<file path="src/rtl/core_seq_pkg.sv">
// Shared state encoding and inst bus field map for the core instruction sequencer.
// Field positions assume an 11-bit SRAM address and a 37-bit inst bus.
package core_seq_pkg;

    typedef enum logic [3:0] {
        IDLE,
        W_RD,
        K_LD,
        K_WAIT,
        X_RD,
        EXEC,
        DRAIN,
        ACC,
        DONE
    } state_t;

    localparam int B_L0_RD    = 0;
    localparam int B_L0_WR    = 1;
    localparam int B_OFIFO_RD = 2;
    localparam int B_LOAD     = 5;
    localparam int B_EXEC     = 6;
    localparam int B_XMEM_A   = 7;
    localparam int B_XMEM_WEN = 18;
    localparam int B_XMEM_CEN = 19;
    localparam int B_PMEM_A   = 20;
    localparam int B_PMEM_WEN = 31;
    localparam int B_PMEM_CEN = 32;
    localparam int B_ACC      = 33;
    localparam int B_RELU     = 34;

    // Both SRAMs deselected with write disabled; every other bit low.
    localparam logic [36:0] IDLE_INST = 37'h1_800C_0000;

endpackage

</file>
<file path="src/rtl/seq_sram_rd_wr.sv">
// Read stream: len reads at base+i, plus a write strobe lagging each read by one cycle (len+1 cycles).
// No backpressure; the counter runs while en is high and clears whenever en drops.
module seq_sram_rd_wr #(
    parameter int ADDR_BW = 11,
    parameter int CNT_BW  = 12
) (
    input  logic               clk,
    input  logic               reset,
    input  logic               en,
    input  logic [ADDR_BW-1:0] base,
    input  logic [CNT_BW-1:0]  len,
    output logic               rd,
    output logic               wr,
    output logic               last,
    output logic [ADDR_BW-1:0] addr
);

    localparam logic [CNT_BW-1:0] CNT_ONE = CNT_BW'(1);

    logic [CNT_BW-1:0] cnt;

    always_ff @(posedge clk or negedge reset) begin
        if (!reset) begin
            cnt <= '0;
        end else if (en) begin
            cnt <= cnt + CNT_ONE;
        end else begin
            cnt <= '0;
        end
    end

    assign rd   = en && (cnt < len);
    assign wr   = en && (cnt != '0);
    assign last = en && (cnt == len);
    // Address wraps silently at the SRAM depth.
    assign addr = base + cnt[ADDR_BW-1:0];

endmodule

</file>
<file path="src/rtl/core_seq.sv">
// Sequences weight load, execute, ofifo drain and optional accumulate; inst is registered one cycle behind the FSM.
// Drain pops the ofifo only while ofifo_valid is high and aborts with err after TIMEOUT consecutive idle cycles.
module core_seq
    import core_seq_pkg::*;
#(
    parameter int ROW     = 8,
    parameter int COL     = 8,
    parameter int ADDR_BW = 11,
    parameter int INST_BW = 37,
    parameter int TIMEOUT = 1024
) (
    input  logic               clk,
    input  logic               reset,
    input  logic               start,
    input  logic [ADDR_BW-1:0] w_base,
    input  logic [ADDR_BW-1:0] x_base,
    input  logic [ADDR_BW-1:0] x_len,
    input  logic [ADDR_BW-1:0] p_base,
    input  logic               acc_en,
    input  logic               relu_en,
    input  logic               ofifo_valid,
    output logic [INST_BW-1:0] inst,
    output logic               busy,
    output logic               done,
    output logic               err
);

    localparam int CNT_BW = ADDR_BW + 1;
    localparam int TO_BW  = $clog2(TIMEOUT + 1);
    localparam logic [CNT_BW-1:0] CNT_ONE = CNT_BW'(1);
    localparam logic [CNT_BW-1:0] ROW_C   = CNT_BW'(ROW);
    localparam logic [CNT_BW-1:0] ROW_M1  = CNT_BW'(ROW - 1);
    localparam logic [CNT_BW-1:0] COL_M1  = CNT_BW'(COL - 1);
    localparam logic [TO_BW-1:0]  TO_ONE  = TO_BW'(1);
    localparam logic [TO_BW-1:0]  TO_M1   = TO_BW'(TIMEOUT - 1);

    state_t state, state_nxt;

    logic [ADDR_BW-1:0] w_base_q, x_base_q, x_len_q, p_base_q;
    logic               acc_en_q, relu_en_q;
    logic [CNT_BW-1:0]  cnt, rd_issued, k;
    logic               wr_pend;
    logic [TO_BW-1:0]   idle_cnt;
    logic               err_q;
    logic [INST_BW-1:0] inst_q, inst_nxt;
    logic               drain_rd, drain_wr, timeout;

    logic [CNT_BW-1:0]  xlen_ext, xlen_m1;
    logic               ss_en, ss_rd, ss_wr, ss_last;
    logic [ADDR_BW-1:0] ss_base, ss_addr;
    logic [CNT_BW-1:0]  ss_len;

    assign xlen_ext = {1'b0, x_len_q};
    assign xlen_m1  = xlen_ext - CNT_ONE;

    // One read stream shared by the weight load, activation load and accumulate pass.
    assign ss_en   = (state == W_RD) || (state == X_RD) || (state == ACC);
    assign ss_base = (state == W_RD) ? w_base_q : (state == X_RD) ? x_base_q : p_base_q;
    assign ss_len  = (state == W_RD) ? ROW_C : xlen_ext;

    seq_sram_rd_wr #(
        .ADDR_BW (ADDR_BW),
        .CNT_BW  (CNT_BW)
    ) u_stream (
        .clk   (clk),
        .reset (reset),
        .en    (ss_en),
        .base  (ss_base),
        .len   (ss_len),
        .rd    (ss_rd),
        .wr    (ss_wr),
        .last  (ss_last),
        .addr  (ss_addr)
    );

    always_comb begin
        state_nxt = state;
        inst_nxt  = IDLE_INST;
        drain_rd  = 1'b0;
        drain_wr  = 1'b0;
        timeout   = 1'b0;
        case (state)
            IDLE: begin
                if (start) state_nxt = (x_len == '0) ? DONE : W_RD;
            end
            W_RD, X_RD: begin
                if (ss_rd) begin
                    inst_nxt[B_XMEM_CEN]              = 1'b0;
                    inst_nxt[B_XMEM_A +: ADDR_BW]     = ss_addr;
                end
                if (ss_wr) inst_nxt[B_L0_WR] = 1'b1;
                if (ss_last) state_nxt = (state == W_RD) ? K_LD : EXEC;
            end
            K_LD: begin
                inst_nxt[B_LOAD]  = 1'b1;
                inst_nxt[B_L0_RD] = 1'b1;
                if (cnt == ROW_M1) state_nxt = K_WAIT;
            end
            K_WAIT: begin
                if (cnt == COL_M1) state_nxt = X_RD;
            end
            EXEC: begin
                inst_nxt[B_EXEC]  = 1'b1;
                inst_nxt[B_L0_RD] = 1'b1;
                if (cnt == xlen_m1) state_nxt = DRAIN;
            end
            DRAIN: begin
                drain_rd = ofifo_valid && (rd_issued < xlen_ext);
                inst_nxt[B_OFIFO_RD] = drain_rd;
                // The word popped last cycle is on the ofifo output now.
                if (wr_pend) begin
                    drain_wr = 1'b1;
                    inst_nxt[B_PMEM_CEN]          = 1'b0;
                    inst_nxt[B_PMEM_WEN]          = 1'b0;
                    inst_nxt[B_PMEM_A +: ADDR_BW] = p_base_q + k[ADDR_BW-1:0];
                end
                if (wr_pend && (k == xlen_m1)) begin
                    state_nxt = acc_en_q ? ACC : DONE;
                end else if (!ofifo_valid && (idle_cnt == TO_M1)) begin
                    timeout   = 1'b1;
                    state_nxt = DONE;
                end
            end
            ACC: begin
                if (ss_rd) begin
                    inst_nxt[B_PMEM_CEN]          = 1'b0;
                    inst_nxt[B_PMEM_A +: ADDR_BW] = ss_addr;
                end
                if (ss_wr) begin
                    inst_nxt[B_ACC]  = 1'b1;
                    inst_nxt[B_RELU] = relu_en_q;
                end
                if (ss_last) state_nxt = DONE;
            end
            DONE: begin
                state_nxt = IDLE;
            end
            default: begin
                state_nxt = IDLE;
            end
        endcase
    end

    always_ff @(posedge clk or negedge reset) begin
        if (!reset) begin
            state     <= IDLE;
            inst_q    <= IDLE_INST;
            cnt       <= '0;
            rd_issued <= '0;
            k         <= '0;
            wr_pend   <= 1'b0;
            idle_cnt  <= '0;
            err_q     <= 1'b0;
            w_base_q  <= '0;
            x_base_q  <= '0;
            x_len_q   <= '0;
            p_base_q  <= '0;
            acc_en_q  <= 1'b0;
            relu_en_q <= 1'b0;
        end else begin
            state  <= state_nxt;
            inst_q <= inst_nxt;
            cnt    <= ((state_nxt != state) || (state == IDLE)) ? '0 : cnt + CNT_ONE;

            if ((state == IDLE) && start) begin
                w_base_q  <= w_base;
                x_base_q  <= x_base;
                x_len_q   <= x_len;
                p_base_q  <= p_base;
                acc_en_q  <= acc_en;
                relu_en_q <= relu_en;
                err_q     <= 1'b0;
            end else if (timeout) begin
                err_q <= 1'b1;
            end

            if (state == DRAIN) begin
                if (drain_rd) rd_issued <= rd_issued + CNT_ONE;
                if (drain_wr) k <= k + CNT_ONE;
                wr_pend  <= drain_rd;
                idle_cnt <= ofifo_valid ? '0 : idle_cnt + TO_ONE;
            end else begin
                rd_issued <= '0;
                k         <= '0;
                wr_pend   <= 1'b0;
                idle_cnt  <= '0;
            end
        end
    end

    assign inst = inst_q;
    assign busy = (state != IDLE) && (state != DONE);
    assign done = (state == DONE);
    assign err  = err_q;

endmodule
</file>
<file path="config.mk">
export PLATFORM = sky130hd
export DESIGN_NAME = core_seq
export DESIGN_NICKNAME = d
export VERILOG_FILES = /design/src/rtl/core_seq_pkg.sv /design/src/rtl/seq_sram_rd_wr.sv /design/src/rtl/core_seq.sv
export SDC_FILE = /design/constraint.sdc
export NUM_CORES = 1
export LEC_CHECK = 0
export ABC_CLOCK_PERIOD_IN_PS = 5210
export BUFFER_PORTS_ARGS = -buffer_cell sky130_fd_sc_hd__buf_2
export CORE_ASPECT_RATIO = 0.6
export CORE_MARGIN = 2
export CORE_UTILIZATION = 58
export DETAILED_ROUTE_END_ITERATION = 8
export PLACE_DENSITY = 0.77
export SLEW_MARGIN = 20
export SYNTH_ARGS = -nofsm -noshare
export SYNTH_HDL_FRONTEND = slang
export SYNTH_SLANG_ARGS = --single-unit
</file>
<file path="constraint.sdc">
create_clock -name clk -period 5.21 [get_ports clk]
set_input_delay 1.563 -clock clk [delete_from_list [all_inputs] [get_ports clk]]
set_output_delay 1.563 -clock clk [all_outputs]
set_load 0.02 [all_outputs]
</file>
======== After elaboration in Yosys (flattened, before gate mapping) ========
Cells that the tools add are included.
cells by class
  add/sub/neg operators ................... 8
  magnitude comparators ................... 2
  equality and inequality tests ........... 17
  muxes and demuxes ....................... 47
  reductions and logical operators ........ 19
operator list
  kind                                                    count
  two-way mux 11 bit                                      7
  two-way mux 12 bit                                      6
  adder 12 x 1 -> 12 bit (second input constant)          4
  two-way mux 4 bit                                       10
  case mux 4 bit (7 select lines)                         1
  equality test 12 bit                                    2
  < comparator 12 x 11 -> 1 bit                           2
  adder 11 bit                                            2
  case mux 11 bit (2 select lines)                        1
  two-way mux 1 bit                                       17
  equality test 4 x 3 -> 1 bit (second input constant)    4
  two-way mux 13 bit                                      1
  equality test 12 x 11 -> 1 bit                          1
  equality test 12 x 3 -> 1 bit (second input constant)   1
  nonzero test 12 bit                                     1
  subtractor 11 x 1 -> 12 bit (second input constant)     1
  adder 11 x 1 -> 11 bit (second input constant)          1
  equality test 11 x 10 -> 1 bit (second input constant)  1
  zero test 11 bit                                        1
  equality test 4 x 2 -> 1 bit (second input constant)    2
  logical AND 1 bit                                       8
  equality test 4 x 1 -> 1 bit (second input constant)    1
  equality test 4 bit (second input constant)             1
  zero test 4 bit                                         1
  other kinds (11)                                        16
word-level totals
  bits in registers ....................... 143

======== Longest topological paths before layout ========
Gate-level depths: netlist of run 1.
  depth in word-level cells ............... 9
  gate-level depth with buffers ........... 18
  gate-level depth less buffers ........... 15

======== Cells and area by module ========
A second synthesis of run 1 with hierarchy kept.
second synthesis, totals
  cells, all modules ...................... 918
  area total of the unflattened synthesis .. 8,868.5 um^2
modules (own cells, without submodules)
  module          times used  cells each  area an instance (um^2)  seq. area each (um^2)
  core_seq        1           765         7,561.0                  3,256.9
  seq_sram_rd_wr  1           153         1,307.5                  300.3

======== Least setup slack after synthesis of run 1 ========
No wires, ideal clock.
  path type ............................... register -> register
  from .................................... register state[2]
  to ...................................... register inst_q[30] (netlist: inst[30])
  arrival time ............................ 3,545 ps
  data required time ...................... 5,072 ps
  path slack .............................. 1,528 ps
  cell stages (with the launch flop) ...... 19
  buffers on the path ..................... 3
  clock period less this slack ............ 3,682 ps
  path through ............................ dfrtp_1 > clkbuf_1 > nor2b_1 > and2_1 > clkbuf_1 > buf_1 > mux2i_1 > o21ai_0 > ha_1 > inv_1 > fa_1 > nor2b_1 > o21ai_0 > a21oi_1 > o21ai_0 > a21oi_1 > a31oi_1 > xnor2_1 > o22ai_1
on the way
  cells in the longest elaborated chain, start to end .. 6
ends and longest elaborated chain
  element                                                                              RTL line                                        RTL
  from (decl)                                                                          core_seq.sv:37                                  state_t state, state_nxt;
  from (signal assigned)                                                               core_seq.sv:161                                 state <= state_nxt;
  equality test 4 x 3 -> 1 bit / equality test 4 x 1 -> 1 bit (equally long branches)  core_seq.sv:57, core_seq.sv:58, core_seq.sv:59
  two-way mux 11 bit, or another cell as far along (2 in series)                       core_seq.sv:58                                  assign ss_base = (state == W_RD) ? w_base_q : (state == X_RD) ? x_base_q : p_base_q;
  adder 11 bit / logical AND 1 bit (equally long branches)                             seq_sram_rd_wr.sv:36, seq_sram_rd_wr.sv:32
  two-way mux 11 bit                                                                   core_seq.sv:125                                 if (ss_rd) begin
  case mux 11 bit (2 select lines) (*)                                                 core_seq.sv:82                                  case (state)
  via inst_nxt[30]                                                                     core_seq.sv:45                                  logic [INST_BW-1:0] inst_q, inst_nxt;
  to (signal assigned)                                                                 core_seq.sv:162                                 inst_q <= inst_nxt;
  to (decl)                                                                            core_seq.sv:45
Mark *: on every way through the listed nets, which the timed path passes. The rest lies on a longest branch.
A chain may end at the register's enable or synchronous reset.

======== Worst setup path after layout of run 1 ========
  from .................................... register x_len_q[2]
  to ...................................... register cnt[2]
on the way
  cells in the longest elaborated chain, start to end .. 8
ends and longest elaborated chain
  element                                                                        RTL line                                          RTL
  from (decl)                                                                    core_seq.sv:39                                    logic [ADDR_BW-1:0] w_base_q, x_base_q, x_len_q, p_base_q;
  from (signal assigned)                                                         core_seq.sv:168                                   x_len_q <= x_len;
  subtractor 11 x 1 -> 12 bit / two-way mux 11 bit (equally long branches)       core_seq.sv:54, core_seq.sv:59
  equality test 12 bit / equality test 12 x 11 -> 1 bit (equally long branches)  core_seq.sv:117, seq_sram_rd_wr.sv:34
  logical AND 1 bit (on tied branches)                                           core_seq.sv:117, seq_sram_rd_wr.sv:34
  two-way mux 4 bit (on tied branches)                                           core_seq.sv:117, core_seq.sv:92, core_seq.sv:133
  case mux 4 bit (7 select lines) (*)                                            core_seq.sv:82
  inequality test 4 bit (*)                                                      core_seq.sv:163                                   cnt <= ((state_nxt != state) || (state == IDLE)) ? '0 : cnt + CNT_ONE;
  logical OR 1 bit (*)                                                           core_seq.sv:163
  two-way mux 12 bit (*)                                                         core_seq.sv:163
  to (signal assigned)                                                           core_seq.sv:163
  to (decl)                                                                      core_seq.sv:41                                    logic [CNT_BW-1:0] cnt, rd_issued, k;
Mark *: on every way between the ends. The rest lies on a longest branch, timed or not.

==> metrics.yaml, run 1 <==
clocking:
  ctsResizeCount: 0
  clock_latency_ns: 0.42
  clkSlewWorstSetupHoldPaths_ns: 0.06
  clock-sinks: 142
  clockBufferDepth: 2
  numCtsBuffers: 17
  cts_hold_buf: 0
  cts_tree: "yes"
  root_buffer: "clkbuf_16"
  htree_num_levels: 4
  postCtsSetupRepairBufs: 0
finish:
  fin_nets: 1036
  area_delta_synth_final_pct: 13.42
  diodes: 0
  layout_commonest_cell: "dfrtp_1"
  final_cell_mix: "139 x dfrtp_1, 83 x buf_2, 77 x nor2_1, 72 x nand2_1, 48 x ha_1"
  stdcell_area_um2: 9699
  fin_util_pct: 67.06
  drive_above_1_share_pct: 21.39
global_route:
  grt_overflow: 0
  grt_pass1_vias: 6482
  antenna_found_initial: 1
  track_usage_pct: 29.19
  grt_pass1_wl_um: 35630
  grt_max_degree: 97
sta:
  hold_viol: 0
  period_minus_slack_ns: 4.154
  fmax_mhz: 240.7
  fin_hold_ws_ns: 0.4735
  relSlewSlack_pct: 42.08
  rsz0062_at_grt: "no"
  finClkSkew_ns: 0.01225
  slew_viol_final: 0
  worstMarginPinSlew_ns: 0.8688
  final.setup.tns_ns: 0
  setup_viol: 0
  post-route-period-util_pct: 79.74
die:
  start_util_pct: 59.13
  rows: 34
  fp.dieH_um: 98.06
  pin_count: 90
  core_area_um2: 14460
  design.die.area_um2: 15760
  die_w_um: 160.8
yosys:
  syn_area_um2: 8552
  yosysUniqueCellTypes: 72
  synth_ff_type: "dfrtp_1"
  synth_top_family_by_area: "simple AND/OR/NAND/NOR gates"
  synth_edf_count: 0
  synthCells: 875
  synth_area_per_cell_um2: 9.774
  ys_ff_latch: 142
  yosys.area.top_type_share_pct: 40.67
  synthAdderAreaFrac_pct: 7.491
  synth.yosys.seq_area_share_pct: 41.59
  ys_top_cells_by_area: "dfrtp_1 41%, ha_1 7.0%, mux2_2 6.1%"
  yosysWarnings: 0
  yosysTopAreaCell: "dfrtp_1"
  synthMuxAreaShare_pct: 7.988
  yosys.area_share.simple_pct: 19.47
  async_flop_share_pct: 100.0
  synth_compound_area_share_pct: 10.55
  synth_xor_xnor_area_share_pct: 8.720
power_and_ir_drop:
  irDropWorstVdd_uv: 295.9
  p_leak_nw: 4.450
  p_per_area_nw_per_um2: 496.7
place:
  dpl_cell_area_um2: 9059
  gp_congestion: 1.036
  hpwl_um: 16010
  io_buffers: 84
worst_setup_path:
  cp-endpoint: "cnt[2]"
  startpoint: "x_len_q[2]"
  required_ns: 5.47
  endpoint_kind: "register"
  regToRegEndpoint: "cnt[2]"
  cp_max_fo: 13
  r2r_setup_slack_ns: 1.06
  cp-start-kind: "register"
  timing.rr.start: "x_len_q[2]"
  arrival_ns: 4.41
  crit_type: "register to register"
  reg2regPathDepth: 8
routing:
  drc: 0
  drt_iter0_markers: 854
  wl_um: 21970
  postRouteAntennaNets: 0
  drt_first_pass_iters: 7
  wl_met3_um: 2860
  drt-met1-wl_um: 10310
  met2_wirelength_um: 8464
  viasPerCell: 6.087
  vias: 6982
  wl_per_cell_um: 19.16
  highest_layer: "met5"
worst_hold_path:
  worstHoldPathType: "register to register"
run_status:
  status: "finished, final reports clean"
job:
  maxCapViolCount: 0
-- state kept, by name, indices dropped and copies added, names as in the netlist --
name,cells
idle_cnt,11
inst,32
u_stream.cnt,12
relu_en_q,1
p_base_q,11
err,1
rd_issued,12
k,12
x_base_q,11
acc_en_q,1
x_len_q,11
w_base_q,11
state,4
cnt,12
-- power by group --
part / total, mW / internal (mW) / switching [mW]
logic: 1.78 / 0.754 / 1.03
clock network: 1.30 / 0.820 / 0.479
registers: 1.73 / 1.35 / 0.382
total: 4.82 / 2.93 / 1.89
-- cells in the mapped netlist (22+ instances only) --
library cell / count
mux2_2: 46
a21oi_1: 30
nand3_1: 26
ha_1: 48
inv_1: 29
xor2_1: 40
nor2_1: 77
nand4_1: 22
o21ai_0: 33
clkbuf_1: 32
xnor2_1: 40
nand2_1: 72
dfrtp_1: 139
-- per-stage QoR --
step	setup slack, ns	std cells	total power [mW]
final	1.056	1147	4.817
after global routing	0.7994	1147	5.081
after detailed placement	1.168	1115	3.441
after global placement	1.226	1115	3.405
after CTS	1.141	1147	4.757
after floorplan	1.528	878	2.919
-- critical path, cell delays in order (launching register included) --
cell	delay, ns
dfrtp_1	0.57
nor3_2	0.70
a211oi_1	0.19
or4_1	0.55
or4b_1	0.56
nor4_4	0.30
mux2_4	0.35
o211ai_2	0.66
nor2_1	0.11
-- how the worst min path moves through the flow --
| stage | slack [ns] | to | cells past startpoint | startpoint |
|---|---|---|---|---|
| 2_1_floorplan | 0.45 | inst[34] | 1 | relu_en_q |
| 3_3_place_gp | 0.46 | inst[34] | 1 | relu_en_q |
| 3_5_place_dp | 0.46 | inst[34] | 1 | relu_en_q |
| 4_1_cts | 0.47 | inst[34] | 1 | relu_en_q |
| 5_1_grt | 0.51 | inst[34] | 1 | relu_en_q |
| 6_report | 0.47 | inst[34] | 1 | relu_en_q |
-- area by class of cell --
class                           instances  area, um2
Timing Repair Buffer                   90      471.7
Tap cell                              198      247.7
Clock buffer                           20      446.7
Fill cell                            1187       4765
Inverter                               29      108.9
Multi-Input combinational cell        656       4686
Clock inverter                         12      181.4
Sequential cell                       142       3557
-- cells by family after synthesis --
logic type / count (synthesis)
other: 2
adders and majority gates: 50
xor gates and xnor gates: 82
AOI/OAI and AO/OA: 138
and+or+nand+nor: 319
muxes: 62
buffers and inverters: 80
DFF: 142
-- layer usage --
layer / vias up / global-route usage, %
li1: 3207 / -
met1: 3356 / 46.26
met2: 374 / 37.50
met3: 43 / 9.813
met4: 2 / 7.486
met5: - / 0
Power figures use the tool's default switching activity.
==> run 2, diff against run 1 <==
--- a/config.mk
+++ b/config.mk
@@ -5,13 +5,13 @@
 export SDC_FILE = /design/constraint.sdc
 export NUM_CORES = 1
 export LEC_CHECK = 0
-export ABC_CLOCK_PERIOD_IN_PS = 5210
+export ABC_CLOCK_PERIOD_IN_PS = 3600
 export BUFFER_PORTS_ARGS = -buffer_cell sky130_fd_sc_hd__buf_2
 export CORE_ASPECT_RATIO = 0.6
 export CORE_MARGIN = 2
-export CORE_UTILIZATION = 58
+export CORE_UTILIZATION = 54
 export DETAILED_ROUTE_END_ITERATION = 8
-export PLACE_DENSITY = 0.77
+export PLACE_DENSITY = 0.75
 export SLEW_MARGIN = 20
 export SYNTH_ARGS = -nofsm -noshare
 export SYNTH_HDL_FRONTEND = slang
==> constraint.sdc (replaced) <==
create_clock -name clk -period 3.6 [get_ports clk]
set_input_delay 1.08 -clock clk [delete_from_list [all_inputs] [get_ports clk]]
set_output_delay 1.08 -clock clk [all_outputs]
set_load 0.02 [all_outputs]
==> run 2 against run 1 <==
Register-to-register slack worse by 0.81 ns. Combinational power up 61%. Clock power up 34%. Cell area up 1.3%. Fmax grew 24%. Clock-buffer cell count decreased by 1.
==> metrics.yaml, run 2 (synthesized netlist as in run 1, its figures left out) <==
place:
  post-place-cells: 1141  # +2.3%
  io_buffers: 84  # unchanged
  hpwl_um: 16820  # +5.0%
  dp_slack_ns: 0.2411  # -0.9271 ns
  gp_congestion: 0.9645  # -6.9%
worst_setup_path:
  regToRegEndpoint: "cnt[2]"
  cp_max_fo: 12  # -1
  required_ns: 3.91  # -1.56 ns
  crit_type: "register to register"
  cp-start-kind: "register"
  arrival_ns: 3.67  # -0.74 ns
  reg2regPathDepth: 11  # +3
  timing.rr.start: "x_len_q[1]"
  endpoint_kind: "register"
  r2r_setup_slack_ns: 0.24  # -0.81 ns
clocking:
  root_buffer: "clkbuf_16"
  cts_hold_buf: 0  # unchanged
  cts_tree: "yes"
  numCtsBuffers: 17  # unchanged
  clock_latency_ns: 0.43  # about the same
  clock-sinks: 142  # unchanged
  htree_num_levels: 4  # unchanged
  clockBufferDepth: 2  # unchanged
  clkSlewWorstSetupHoldPaths_ns: 0.06  # about the same
sta:
  worstMarginPinSlew_ns: 0.7084  # -0.1605 ns
  final.setup.tns_ns: 0  # unchanged
  rsz0062_at_grt: "no"
  slew_viol_final: 0  # unchanged
  period_minus_slack_ns: 3.358  # -0.7964 ns
  fin_hold_ws_ns: 0.4811  # +0.007603 ns
  hold_viol: 0  # unchanged
  postLayoutSetupSlackWorst_ns: 0.2421  # -0.8136 ns
  post-route-period-util_pct: 93.27  # +14 points
  fmax_mhz: 297.8  # +24%
  finClkSkew_ns: 0.01977  # +0.007514 ns
  setup_viol: 0  # unchanged
  relSlewSlack_pct: 52.46  # +10 points
power_and_ir_drop:
  switchingPower_mw: 2.824  # +49%
  clkPwrFrac_pct: 25.0  # -2.0 points
  p_comb_share_pct: 41.0  # +4.0 points
  internal_power_mw: 4.145  # +42%
  total_power_mw: 6.970  # +45%
  switching_share_pct: 40.52  # +1.3 points
  irDropWorstVdd_uv: 397.4  # +34%
  p_per_area_nw_per_um2: 709.3  # +43%
  sequentialPowerShare_pct: 34.0  # -2.0 points
  p_leak_nw: 4.516  # +1.5%
finish:
  final_cell_mix: "139 x dfrtp_1, 83 x buf_2, 76 x nor2_1, 72 x nand2_1, 48 x ha_1"
  multi_input_area_um2: 4691  # +0.11%
  largest_reg_flops: 32  # unchanged
  drive_above_1_share_pct: 23.30  # +1.9 points
  final_cells: 1173  # +2.3%
  diodes: 0  # unchanged
  n_fill_cell: 1249  # +5.2%
  area_delta_synth_final_pct: 14.89
  fin_nets: 1057  # +2.0%
  layout_commonest_cell: "dfrtp_1"
  regArea_um2: 3557  # unchanged
routing:
  drt_iter0_markers: 835  # -2.2%
  viasPerCell: 5.870  # -3.6%
  vias: 6886  # -1.4%
  wl_per_cell_um: 19.29  # +0.71%
  postRouteAntennaNets: 0  # unchanged
  drt_first_pass_iters: 5  # -2
  drc: 0  # unchanged
  wl_um: 22630  # +3.0%
die:
  pin_count: 90  # unchanged
  start_util_pct: 55.48  # -3.6 points
  core_area_um2: 15410  # +6.6%
  design.die.area_um2: 16890  # +7.2%
  rows: 35  # +2.9%
  fp.dieH_um: 101.5  # +3.5%
  die_w_um: 166.5  # +3.5%
worst_hold_path:
  min_to: "inst[34]"
  worstHoldStart: "relu_en_q"
  hold_depth: 1  # unchanged
  worstHoldPathType: "register to register"
global_route:
  antenna_found_initial: 0  # -1
  track_usage_pct: 28.22  # -0.97 points
  grt_pass1_vias: 6626  # +2.2%
  grt_overflow: 0  # unchanged
  grt_max_degree: 61  # -37%
  grt_pass1_wl_um: 36850  # +3.4%
run_status:
  status: "finished, final reports clean"
job:
  maxCapViolCount: 0  # unchanged
[run 2: cell count changes in the layout (fill, tap and decap cells not counted), sizes merged]
cell	before	now
clkinvlp	1	6
buf	90	111
bufinv	4	1
clkinv	3	0
inv	33	35
clkbuf	20	19
[run 2: worst max-delay path: stages, from the launching register on]
cell and delay (ns):
dfrtp_1 0.39, inv_1 0.10, ha_1 0.30, nor3b_2 0.30, xnor2_1 0.12, or4_1 0.40, or4b_1 0.54, nor4_4 0.28
mux2_4 0.34, o211ai_2 0.14, buf_4 0.25, nor2_1 0.07
[run 2: power by group through the flow]
stage	registers (mW)	clock network (mW)	logic (mW)
final	2.37	1.74	2.86
after CTS	2.35	1.76	2.80
after detailed placement	2.38	0	2.77
after floorplan	2.23	0	2.00
after global routing	2.42	1.84	3.11
after global placement	2.38	0	2.72
[run 2: timing repair]
| action | in CTS | in global routing |
|---|---|---|
| setup buffers | 0 | 0 |
| resized for setup | 0 | 4 |
| endpoints found under the setup margin | 0 | 16 |
[run 2: through the flow]
| stage | utilization (%) | area (um2) |
|---|---|---|
| after CTS | 63.63 | 9808 |
| after global placement | 59.91 | 9235 |
| after floorplan | - | 8564 |
| after global routing | 63.74 | 9826 |
| final | 63.74 | 9826 |
| after detailed placement | 59.91 | 9235 |
[run 2: worst max-delay path by stage]
stage	end	slack (ns)	startpoint	cells after the start
after floorplan	inst[30]	0.07	state[1]	16
after global placement	cnt[11]	0.28	x_len[3]	10
after detailed placement	inst[30]	0.24	state[2]	15
after CTS	inst[30]	0.20	state[2]	15
after global routing	inst[30]	0.01	state[2]	15
final	cnt[2]	0.24	x_len_q[1]	11
[run 2: layout make-up]
class | instances | share of cell area, %
Multi-Input combinational cell | 656 | 47.74
Sequential cell | 142 | 36.20
Timing Repair Buffer | 111 | 6.533
Clock buffer | 19 | 4.508
Tap cell | 203 | 2.585
Clock inverter | 13 | 1.324
Inverter | 29 | 1.108
[run 2: routing by layer]
layer	routed length (um)	up-vias	global-route usage [%]
li1	-	3250	-
met1	10710	3308	42.53
met2	8920	298	38.68
met3	2810	30	11.10
met4	192	0	4.509
met5	0	-	0
